### config.mk
export PLATFORM = sky130hd
export DESIGN_NAME = detect_pos_tracker
export DESIGN_NICKNAME = d
export VERILOG_FILES = /design/src/rtl/window_pos_pkg.sv /design/src/rtl/pos_fifo.sv /design/src/rtl/detect_pos_tracker.sv
export SDC_FILE = /design/constraint.sdc
export NUM_CORES = 1
export LEC_CHECK = 0
export BUFFER_PORTS_ARGS = -buffer_cell sky130_fd_sc_hd__buf_2
export CAP_MARGIN = 20
export CORE_UTILIZATION = 50
export CTS_BUF_LIST = sky130_fd_sc_hd__clkbuf_16
export DETAILED_ROUTE_END_ITERATION = 12
export PLACE_DENSITY = 0.68
export SLEW_MARGIN = 20
export SYNTH_ARGS = -nofsm -noshare
export SYNTH_HDL_FRONTEND = slang
export SYNTH_SLANG_ARGS = --single-unit
### constraint.sdc
create_clock -name clk -period 3.5 [get_ports clk]
set_input_delay 0.7 -clock clk [delete_from_list [all_inputs] [get_ports clk]]
set_output_delay 0.7 -clock clk [all_outputs]
set_load 0.01 [all_outputs]
### src/rtl/window_pos_pkg.sv
// Shared types for the window position tracker.
// The entry layout is sized from the default image geometry below.
package window_pos_pkg;

  localparam int DEF_IMG_WIDTH  = 45;
  localparam int DEF_IMG_HEIGHT = 45;
  localparam int DEF_N_SCALES   = 4;

  function automatic int w_coord_of(input int n);
    return $clog2(n);
  endfunction

  // A single scale still needs one bit so the field never has zero width.
  function automatic int w_scale_of(input int n);
    return (n > 1) ? $clog2(n) : 1;
  endfunction

  localparam int ENTRY_W_X = w_coord_of(DEF_IMG_WIDTH);
  localparam int ENTRY_W_Y = w_coord_of(DEF_IMG_HEIGHT);
  localparam int ENTRY_W_S = w_scale_of(DEF_N_SCALES);

  typedef struct packed {
    logic [ENTRY_W_X-1:0] x;
    logic [ENTRY_W_Y-1:0] y;
    logic [ENTRY_W_S-1:0] scale;
    logic                 last;
  } pos_entry_t;

endpackage

### src/rtl/pos_fifo.sv
// Synchronous FIFO with first-word fall-through read data and an
// occupancy count; push when full and pop when empty are ignored.
module pos_fifo
  import window_pos_pkg::*;
#(
  parameter int  DEPTH = 8,
  parameter type T     = pos_entry_t,
  localparam int W_D   = $clog2(DEPTH)
) (
  input  logic         clk,
  input  logic         rst,
  input  logic         push_i,
  input  T             data_i,
  input  logic         pop_i,
  output T             data_o,
  output logic         full_o,
  output logic         empty_o,
  output logic [W_D:0] count_o
);

  T               mem_q [DEPTH];
  logic [W_D-1:0] wr_ptr_q, wr_ptr_d;
  logic [W_D-1:0] rd_ptr_q, rd_ptr_d;
  logic [W_D:0]   count_q, count_d;
  logic           do_push, do_pop;

  assign full_o  = (count_q == (W_D+1)'(DEPTH));
  assign empty_o = (count_q == '0);
  assign count_o = count_q;
  assign data_o  = mem_q[rd_ptr_q];

  assign do_push = push_i & ~full_o;
  assign do_pop  = pop_i & ~empty_o;

  always_comb begin
    // NOTE: every always_comb output gets a default first so no path can infer a latch.
    wr_ptr_d = wr_ptr_q;
    rd_ptr_d = rd_ptr_q;
    count_d  = count_q;
    if (do_push) wr_ptr_d = wr_ptr_q + 1'b1;
    if (do_pop)  rd_ptr_d = rd_ptr_q + 1'b1;
    case ({do_push, do_pop})
      2'b10:   count_d = count_q + 1'b1;
      2'b01:   count_d = count_q - 1'b1;
      default: count_d = count_q;
    endcase
  end

  // NOTE: sequential state uses non-blocking assignments so all registers update together.
  always_ff @(posedge clk) begin
    if (rst) begin
      wr_ptr_q <= '0;
      rd_ptr_q <= '0;
      count_q  <= '0;
    end else begin
      wr_ptr_q <= wr_ptr_d;
      rd_ptr_q <= rd_ptr_d;
      count_q  <= count_d;
    end
  end

  // NOTE: storage is deliberately not reset; the pointers and count alone define validity.
  always_ff @(posedge clk) begin
    if (do_push) mem_q[wr_ptr_q] <= data_i;
  end

endmodule

### src/rtl/detect_pos_tracker.sv
// Queues scanned window positions, pairs in-order classifier results with
// them, emits positive detections and a per-frame detection count.
module detect_pos_tracker
  import window_pos_pkg::*;
#(
  parameter int  IMG_WIDTH  = DEF_IMG_WIDTH,
  parameter int  IMG_HEIGHT = DEF_IMG_HEIGHT,
  parameter int  N_SCALES   = DEF_N_SCALES,
  parameter int  DEPTH      = 8,
  parameter int  MAX_DET    = 255,
  localparam int W_X        = w_coord_of(IMG_WIDTH),
  localparam int W_Y        = w_coord_of(IMG_HEIGHT),
  localparam int W_S        = w_scale_of(N_SCALES),
  localparam int W_D        = $clog2(DEPTH),
  localparam int W_C        = $clog2(MAX_DET + 1)
) (
  input  logic           clk,
  input  logic           rst,
  input  logic           window_pos_valid,
  output logic           window_pos_ready,
  input  logic [W_X-1:0] window_pos_x,
  input  logic [W_Y-1:0] window_pos_y,
  input  logic [W_S-1:0] window_pos_scale,
  input  logic           window_pos_last,
  input  logic           result_valid,
  output logic           result_ready,
  input  logic           result,
  output logic           detect_pos_valid,
  input  logic           detect_pos_ready,
  output logic [W_X-1:0] detect_pos_x,
  output logic [W_Y-1:0] detect_pos_y,
  output logic [W_S-1:0] detect_pos_scale,
  output logic           frame_done_valid,
  input  logic           frame_done_ready,
  output logic [W_C-1:0] frame_det_count,
  output logic [W_D:0]   occupancy
);

  pos_entry_t     push_entry, head;
  logic           fifo_full, fifo_empty;
  logic           push, retire;

  logic           det_valid_q, det_valid_d;
  logic [W_X-1:0] det_x_q, det_x_d;
  logic [W_Y-1:0] det_y_q, det_y_d;
  logic [W_S-1:0] det_s_q, det_s_d;
  logic           fd_valid_q, fd_valid_d;
  logic [W_C-1:0] fd_count_q, fd_count_d;
  logic [W_C-1:0] counter_q, counter_d;
  logic [W_C-1:0] counter_inc;

  assign push_entry = '{x: window_pos_x, y: window_pos_y,
                        scale: window_pos_scale, last: window_pos_last};

  assign window_pos_ready = ~fifo_full;
  assign push             = window_pos_valid & window_pos_ready;

  // A pending, unaccepted output on either channel holds off the next retire.
  assign result_ready = ~fifo_empty
                      & (~det_valid_q | detect_pos_ready)
                      & (~fd_valid_q | frame_done_ready);
  assign retire       = result_valid & result_ready;

  pos_fifo #(
    .DEPTH (DEPTH),
    .T     (pos_entry_t)
  ) u_fifo (
    .clk     (clk),
    .rst     (rst),
    .push_i  (push),
    .data_i  (push_entry),
    .pop_i   (retire),
    .data_o  (head),
    .full_o  (fifo_full),
    .empty_o (fifo_empty),
    .count_o (occupancy)
  );

  assign counter_inc = (counter_q == W_C'(MAX_DET)) ? counter_q : counter_q + 1'b1;

  always_comb begin
    det_valid_d = det_valid_q;
    det_x_d     = det_x_q;
    det_y_d     = det_y_q;
    det_s_d     = det_s_q;
    fd_valid_d  = fd_valid_q;
    fd_count_d  = fd_count_q;
    counter_d   = counter_q;

    if (retire && result) begin
      det_valid_d = 1'b1;
      det_x_d     = head.x;
      det_y_d     = head.y;
      det_s_d     = head.scale;
    end else if (detect_pos_ready) begin
      det_valid_d = 1'b0;
    end

    if (retire && head.last) begin
      fd_valid_d = 1'b1;
      fd_count_d = result ? counter_inc : counter_q;
      counter_d  = '0;
    end else begin
      if (frame_done_ready) fd_valid_d = 1'b0;
      if (retire && result) counter_d = counter_inc;
    end
  end

  always_ff @(posedge clk) begin
    if (rst) begin
      det_valid_q <= 1'b0;
      det_x_q     <= '0;
      det_y_q     <= '0;
      det_s_q     <= '0;
      fd_valid_q  <= 1'b0;
      fd_count_q  <= '0;
      counter_q   <= '0;
    end else begin
      det_valid_q <= det_valid_d;
      det_x_q     <= det_x_d;
      det_y_q     <= det_y_d;
      det_s_q     <= det_s_d;
      fd_valid_q  <= fd_valid_d;
      fd_count_q  <= fd_count_d;
      counter_q   <= counter_d;
    end
  end

  assign detect_pos_valid = det_valid_q;
  assign detect_pos_x     = det_x_q;
  assign detect_pos_y     = det_y_q;
  assign detect_pos_scale = det_s_q;
  assign frame_done_valid = fd_valid_q;
  assign frame_det_count  = fd_count_q;

endmodule

== After elaboration in Yosys (flattened, before gate mapping) ==
Memory sizes are Yosys's and may differ from the RTL's. A register that Yosys moved wholly into a read port is not among the register bits.
Cells that the tools add are included.

* Add/subtract/negate cells: 5
* Equality and inequality tests: 4
* Muxes and demuxes: 11
* Bitwise gates (word level): 12
* Reductions and logical operators: 7

{| class="wikitable"
|+ Operators with widths
! cell !! count
|-
| $mux 8 || 2
|-
| $add 8x1->8 const B || 1
|-
| $eq 8x8->1 const B || 1
|-
| $pmux 4 s2 || 1
|-
| $add 3x1->3 const B || 2
|-
| $and 1x1->1 || 6
|-
| $mux 1 || 6
|-
| $mux 3 || 2
|-
| $reduce_bool 2->1 || 3
|-
| $add 4x1->4 const B || 1
|-
| $eq 4x4->1 const B || 1
|-
| $logic_not 4->1 || 1
|-
| $not 1->1 || 4
|-
| $sub 4x1->4 const B || 1
|-
| $eq 2x1->1 const B || 1
|-
| $eq 2x2->1 const B || 1
|-
| $logic_and 1x1->1 || 2
|-
| $or 1x1->1 || 2
|-
| $reduce_or 2->1 || 1
|}

* Bits in registers: 42
* Bits in writable memories: 120
* Output and inout bits: 30
* Memories: 1

{| class="wikitable"
|+ Memory list
! memory !! depth !! bits a word !! read ports !! clocked after Yosys merged registers in !! wr ports !! line !! source
|-
| u_fifo.mem_q || 8 || 15 || 1 || 1 || 1 || pos_fifo.sv:21 || <nowiki>T mem_q [DEPTH];</nowiki>
|}

== Longest topological paths before layout ==
* Depth in word-level cells: 8
* Depth in mapped cells: 12
* Depth with buffers taken out: 10

== By module ==
A second synthesis with hierarchy kept.

* Cells, all modules: 418
* Area, all modules: 6,626.4 um2

{| class="wikitable"
|+ Modules (own cells, without submodules)
! module !! times used !! cells each !! area each (um2) !! sequential area each (um2)
|-
| pos_fifo || 1 || 247 || 5,196.2 || 3,863.7
|-
| detect_pos_tracker || 1 || 171 || 1,430.1 || 640.6
|}

== Least setup slack after synthesis ==
No wires, ideal clock.

* Path kind: reg2reg
* From: register u_fifo.count_q[0] (netlist: u_fifo.count_o[0])
* To: memory u_fifo.mem_q[0][0] (netlist bit) (enable)
* Setup time: 0.406 ns
* Arrival time: 2.390 ns
* Data required time: 3.094 ns
* Path slack: 0.704 ns
* Cell stages (with the launch flop): 6
* Path buffers: 1
* Period minus slack after synthesis: 2.796 ns
* Path through: dfxtp_1 -> or4b_1 -> clkbuf_1 -> nand2_1 -> or2_2 -> nor3_1

* Longest elaborated chain between the ends: 6

{| class="wikitable"
|+ Ends and longest elaborated chain
! item !! line !! source
|-
| start, declared || pos_fifo.sv:24 || <nowiki>logic [W_D:0] count_q, count_d;</nowiki>
|-
| start signal, assigned || pos_fifo.sv:58 || <nowiki>count_q <= count_d;</nowiki>
|-
| $eq 4x4->1 (*) || pos_fifo.sv:27 || <nowiki>assign full_o = (count_q == (W_D+1)'(DEPTH));</nowiki>
|-
| $not 1->1 (*) || detect_pos_tracker.sv:55 || <nowiki>assign window_pos_ready = ~fifo_full;</nowiki>
|-
| net window_pos_ready || detect_pos_tracker.sv:20 || <nowiki>output logic window_pos_ready,</nowiki>
|-
| $and 1x1->1 || detect_pos_tracker.sv:56 || <nowiki>assign push = window_pos_valid & window_pos_ready;</nowiki>
|-
| $and 1x1->1 (*) || pos_fifo.sv:32 || <nowiki>assign do_push = push_i & ~full_o;</nowiki>
|-
| $mux 1 (*) || pos_fifo.sv:64 || <nowiki>if (do_push) mem_q[wr_ptr_q] <= data_i;</nowiki>
|-
| $mux 1 (not written as such) (*) || pos_fifo.sv:64 ||
|-
| end, declared || pos_fifo.sv:21 ||
|}

The timed path passes the listed nets; every way through them passes the cells marked *.

== Worst setup path in the final report ==
* From: register u_fifo.count_q[0] (netlist: u_fifo.count_o[0])
* To: register u_fifo.count_q[2] (netlist: u_fifo.count_o[2])

* Longest elaborated chain between the ends: 8
* Elaborated cells between the ends (all ways): 16
* Classes of those cells: add/sub (2); eq/ne (3); mux (1); bitwise (8); reduce/logical (2)

{| class="wikitable"
|+ Ends and longest elaborated chain
! item !! line !! source
|-
| $logic_not 4->1 || pos_fifo.sv:28 || <nowiki>assign empty_o = (count_q == '0);</nowiki>
|-
| $not 1->1 || pos_fifo.sv:33, detect_pos_tracker.sv:59 ||
|-
| $and 1x1->1 || detect_pos_tracker.sv:60 || <nowiki>& (~det_valid_q | detect_pos_ready)</nowiki>
|-
| $and 1x1->1 || detect_pos_tracker.sv:61 || <nowiki>& (~fd_valid_q | frame_done_ready);</nowiki>
|-
| $and 1x1->1 || detect_pos_tracker.sv:62 || <nowiki>assign retire = result_valid & result_ready;</nowiki>
|-
| $and 1x1->1 || pos_fifo.sv:33 || <nowiki>assign do_pop = pop_i & ~empty_o;</nowiki>
|-
| $eq 2x1->1 or $eq 2x2->1 (tied branches) || pos_fifo.sv:42 || <nowiki>case ({do_push, do_pop})</nowiki>
|-
| $pmux 4 s2 or $reduce_bool 2->1 (tied branches) || - ||
|}

Parallel ways exist; a longest one is shown, timed or not.
A chain may end at the register's enable or synchronous reset.

==> impl_metrics.json <==
{
  "hold_end": "frame_det_count[5]",
  "first_iter_violations": 284,
  "hold_viol": 0,
  "r2r_setup_slack_ns": 0.90,
  "grt_first_pass_wirelength_um": 20700,
  "postCtsHoldBufs": 0,
  "antenna_found_initial": 0,
  "hold-worst-slack_ns": 0.483,
  "clk_latency_ns": 0.42,
  "cts_buffers": 17,
  "relSlewSlack_pct": 31.4,
  "slowest_stage": "or4b_1",
  "path_max_fanout": 8,
  "layout.nets": 506,
  "area_growth_pct": 15.5,
  "htree_levels": 4,
  "synth_fa_ha_area_share_pct": 1.12,
  "synth-simple-area-share_pct": 7.40,
  "synth_edf_count": 120,
  "setup_viol": 0,
  "fin_tns_setup_ns": 0,
  "cpPeakStageDelay_ns": 0.64,
  "crit_required_ns": 3.84,
  "viasPerCell": 5.81,
  "powerDensity_mw_per_mm2": 710,
  "final_area_mm2": 0.00773,
  "ys_dominant_reg_cell": "edfxtp_1",
  "crit_buf_inv": 0,
  "synth_cell_types": 53,
  "placed_area_mm2": 0.00714,
  "path_class": "reg -> reg",
  "clockBufferDepth": 2,
  "die_h_um": 118,
  "start_kind": "flop",
  "num_antenna_cells": 0,
  "async_flop_share_pct": 0,
  "synth_top_family_by_area": "multiplexers",
  "fin_crit_ns": 2.60,
  "syn-num-nets": 450,
  "portBuffers": 51,
  "min_path_type": "reg -> reg",
  "root_buffer": "clkbuf_16",
  "max_slew.worst_pin.slew_ns": 1.03,
  "drt_pass1_iterations": 4,
  "r2r_start": "u_fifo.count_o[0]",
  "r2r_end": "u_fifo.count_o[2]",
  "grt.overflow.total": 0,
  "vias": 3852,
  "cap_violations": 0,
  "critPathArrivalTime_ns": 2.95,
  "numClockSinks": 165,
  "wire_per_inst_um": 19.3,
  "drc": 0,
  "crit_family": "simple AND/OR/NAND/NOR gates",
  "place_hpwl_um": 7570,
  "gp_congestion": 0.806,
  "r2r_cells": 9,
  "synth.mux.area_fraction_pct": 13.2,
  "fin_crit_sh_pct": 74.4,
  "grt_max_degree": 30,
  "outcome": "complete, no violations",
  "end_kind": "flop",
  "postSynthCellCount": 422,
  "skew_ns": 0.0104,
  "synth_compound_area_share_pct": 7.83,
  "crit_chain": "or4b_1 > nand2_1 > ha_1 > xor2_1 > ha_1 > a21oi_1 > xor2_1 > or3_1 > a21oi_1",
  "rows": 41,
  "slew_viol_final": 0,
  "track_usage_pct": 20.0,
  "syn_avg_cell_area_um2": 15.9,
  "worstHoldPathCells": 2,
  "p_leak_uw": 0.00260,
  "yosysSeqAreaShare_pct": 67.3,
  "rsz0062_at_grt": "no",
  "tritoncts": "done",
  "synth_area_mm2": 0.00670,
  "ioPinCount": 52,
  "postCtsSetupBuffers": 0,
  "drive_gt1_share_pct": 28.9,
  "die_x_um": 118,
  "core_area_mm2": 0.0128,
  "initial_core_util_pct": 52.2,
  "synth-xor-area-share_pct": 0.654,
  "peakVddDrop_uv": 311,
  "hold_start": "frame_det_count[5]",
  "grt_pass1_vias": 3840,
  "cts.reportedPaths.clkPinSlew_ns": 0.06,
  "ant_nets": 0,
  "design.die.area_mm2": 0.0139,
  "ys_seq_elements": 165,
  "max_freq_mhz": 384,
  "cts_resized": 0,
  "synth_warnings": 0,
  "routed_wl_um": 12800
}
registers in the layout (all words and copies together) (netlist names), named ones only:
| signal | count |
|---|---|
| u_fifo.count_o | 4 |
| u_fifo.wr_ptr_q | 3 |
| detect_pos_y | 6 |
| frame_done_valid | 1 |
| u_fifo.mem_q | 120 |
| detect_pos_valid | 1 |
| detect_pos_scale | 2 |
| u_fifo.rd_ptr_q | 3 |
| frame_det_count | 8 |
| detect_pos_x | 6 |
| counter_q | 8 |
area by class of cell:
class / count / area [um^2]
clock inverter: 15 / 173
multi-input combinational: 222 / 2030
inverter: 7 / 26.3
tap: 172 / 215
clock buffer: 17 / 425
fill: 968 / 5090
timing repair buffer: 65 / 360
sequential: 165 / 4510
worst min-delay path, delay by kind of cell (launching register included):
family	cells	cell delay, ns
flops	1	0.31
compound gates	2	0.13
metrics by stage:
| stage | power (uW) | instances | utilization (%) | worst slack, ns |
|---|---|---|---|---|
| 6_report | 5490 | 663 | 60.3 | 0.897 |
| 5_1_grt | 5740 | 663 | 60.3 | 0.723 |
| 4_1_cts | 5540 | 663 | 60.3 | 0.901 |
| 3_5_place_dp | 3660 | 631 | 55.6 | 0.768 |
| 3_3_place_gp | 3630 | 631 | 55.6 | 0.827 |
| 2_1_floorplan | 3370 | 422 | - | 0.704 |
synthesized netlist by cell type, types with 6 or more instances:
cell type,count,share of area [%]
nand3_1,8,0.60
nand2_1,11,0.62
mux2i_1,16,2.4
a211oi_2,10,1.9
clkbuf_1,15,0.84
a211oi_1,6,0.67
edfxtp_1,120,54
o211ai_1,6,0.67
nor3_1,7,0.52
a21oi_1,22,1.6
ha_1,6,1.1
mux4_2,30,10
nor2_1,27,1.5
o21ai_1,8,0.60
dfxtp_1,45,13
nand4_1,9,0.84
nand2b_1,6,0.56
inv_1,6,0.34
buf_2,6,0.45
worst max-delay path by stage:
stage                       from                  to  depth (start not counted)
6_report       u_fifo.count_o[0]   u_fifo.count_o[2]                          9
5_1_grt        u_fifo.count_o[2]   u_fifo.count_o[2]                         10
4_1_cts        u_fifo.count_o[0]   u_fifo.count_o[2]                          9
3_5_place_dp    frame_done_ready   u_fifo.count_o[3]                         10
3_3_place_gp    frame_done_ready   u_fifo.count_o[3]                         10
2_1_floorplan  u_fifo.count_o[0]  u_fifo.mem_q[0][0]                          5
placed cells by master, fill, tap and decap left out, types with 2 or more instances in the layout:
cell type  Yosys  final
buf_4          3     14
or3_1          3      3
o211a_1        2      2
mux2i_1       16     16
mux4_2        30     30
inv_1          6      9
nand2b_1       6      6
buf_2          6     51
nor2_1        27     27
edfxtp_1     120    120
a31oi_1        2      2
dfxtp_1       45     44
clkinv_2       0      2
nor3_1         7      5
nor3_2         0      2
and4_1         3      3
o22ai_1        3      3
nand4b_1       4      4
a211oi_1       6      6
a21oi_1       22     22
xor2_1         4      4
o211ai_1       6      6
mux2_2         2      2
o21ai_1        8      8
nand2_1       11     11
ha_1           6      6
clkbuf_16      0     17
nand3_1        8      8
bufinv_16      0      4
o21ai_0        4      4
nand4_1        9      9
a211oi_2      10     10
clkinv_1       0      4
nor4_1         2      2
and3_1         2      2
report_power, final:
part,switching [uW],internal [uW],leakage (uW)
Combinational,635,562,0.000841
Sequential,149,2270,0.00146
Clock,705,1170,0.000300
Total,1490,4000,0.00260
kinds of logic (layout without fill, tap and decap cells):
group	Yosys count	after routing
adder cells (fa/ha/maj)	6	6
AO/OA/AOI/OAI	72	72
XOR/XNOR	5	5
AND/OR/NAND/NOR	90	90
flip-flops	165	165
multiplexers	49	49
buffers and inverters	35	104
layer usage:
metal	vias up	share of wire (%)	global-route usage, %
met4	0	1.6	8.41
met3	18	4.2	4.89
li1	1784	-	-
met1	1964	45	26.3
met5	-	0	0
met2	86	49	31.6
Note: power is estimated with default switching activity, not from simulation.
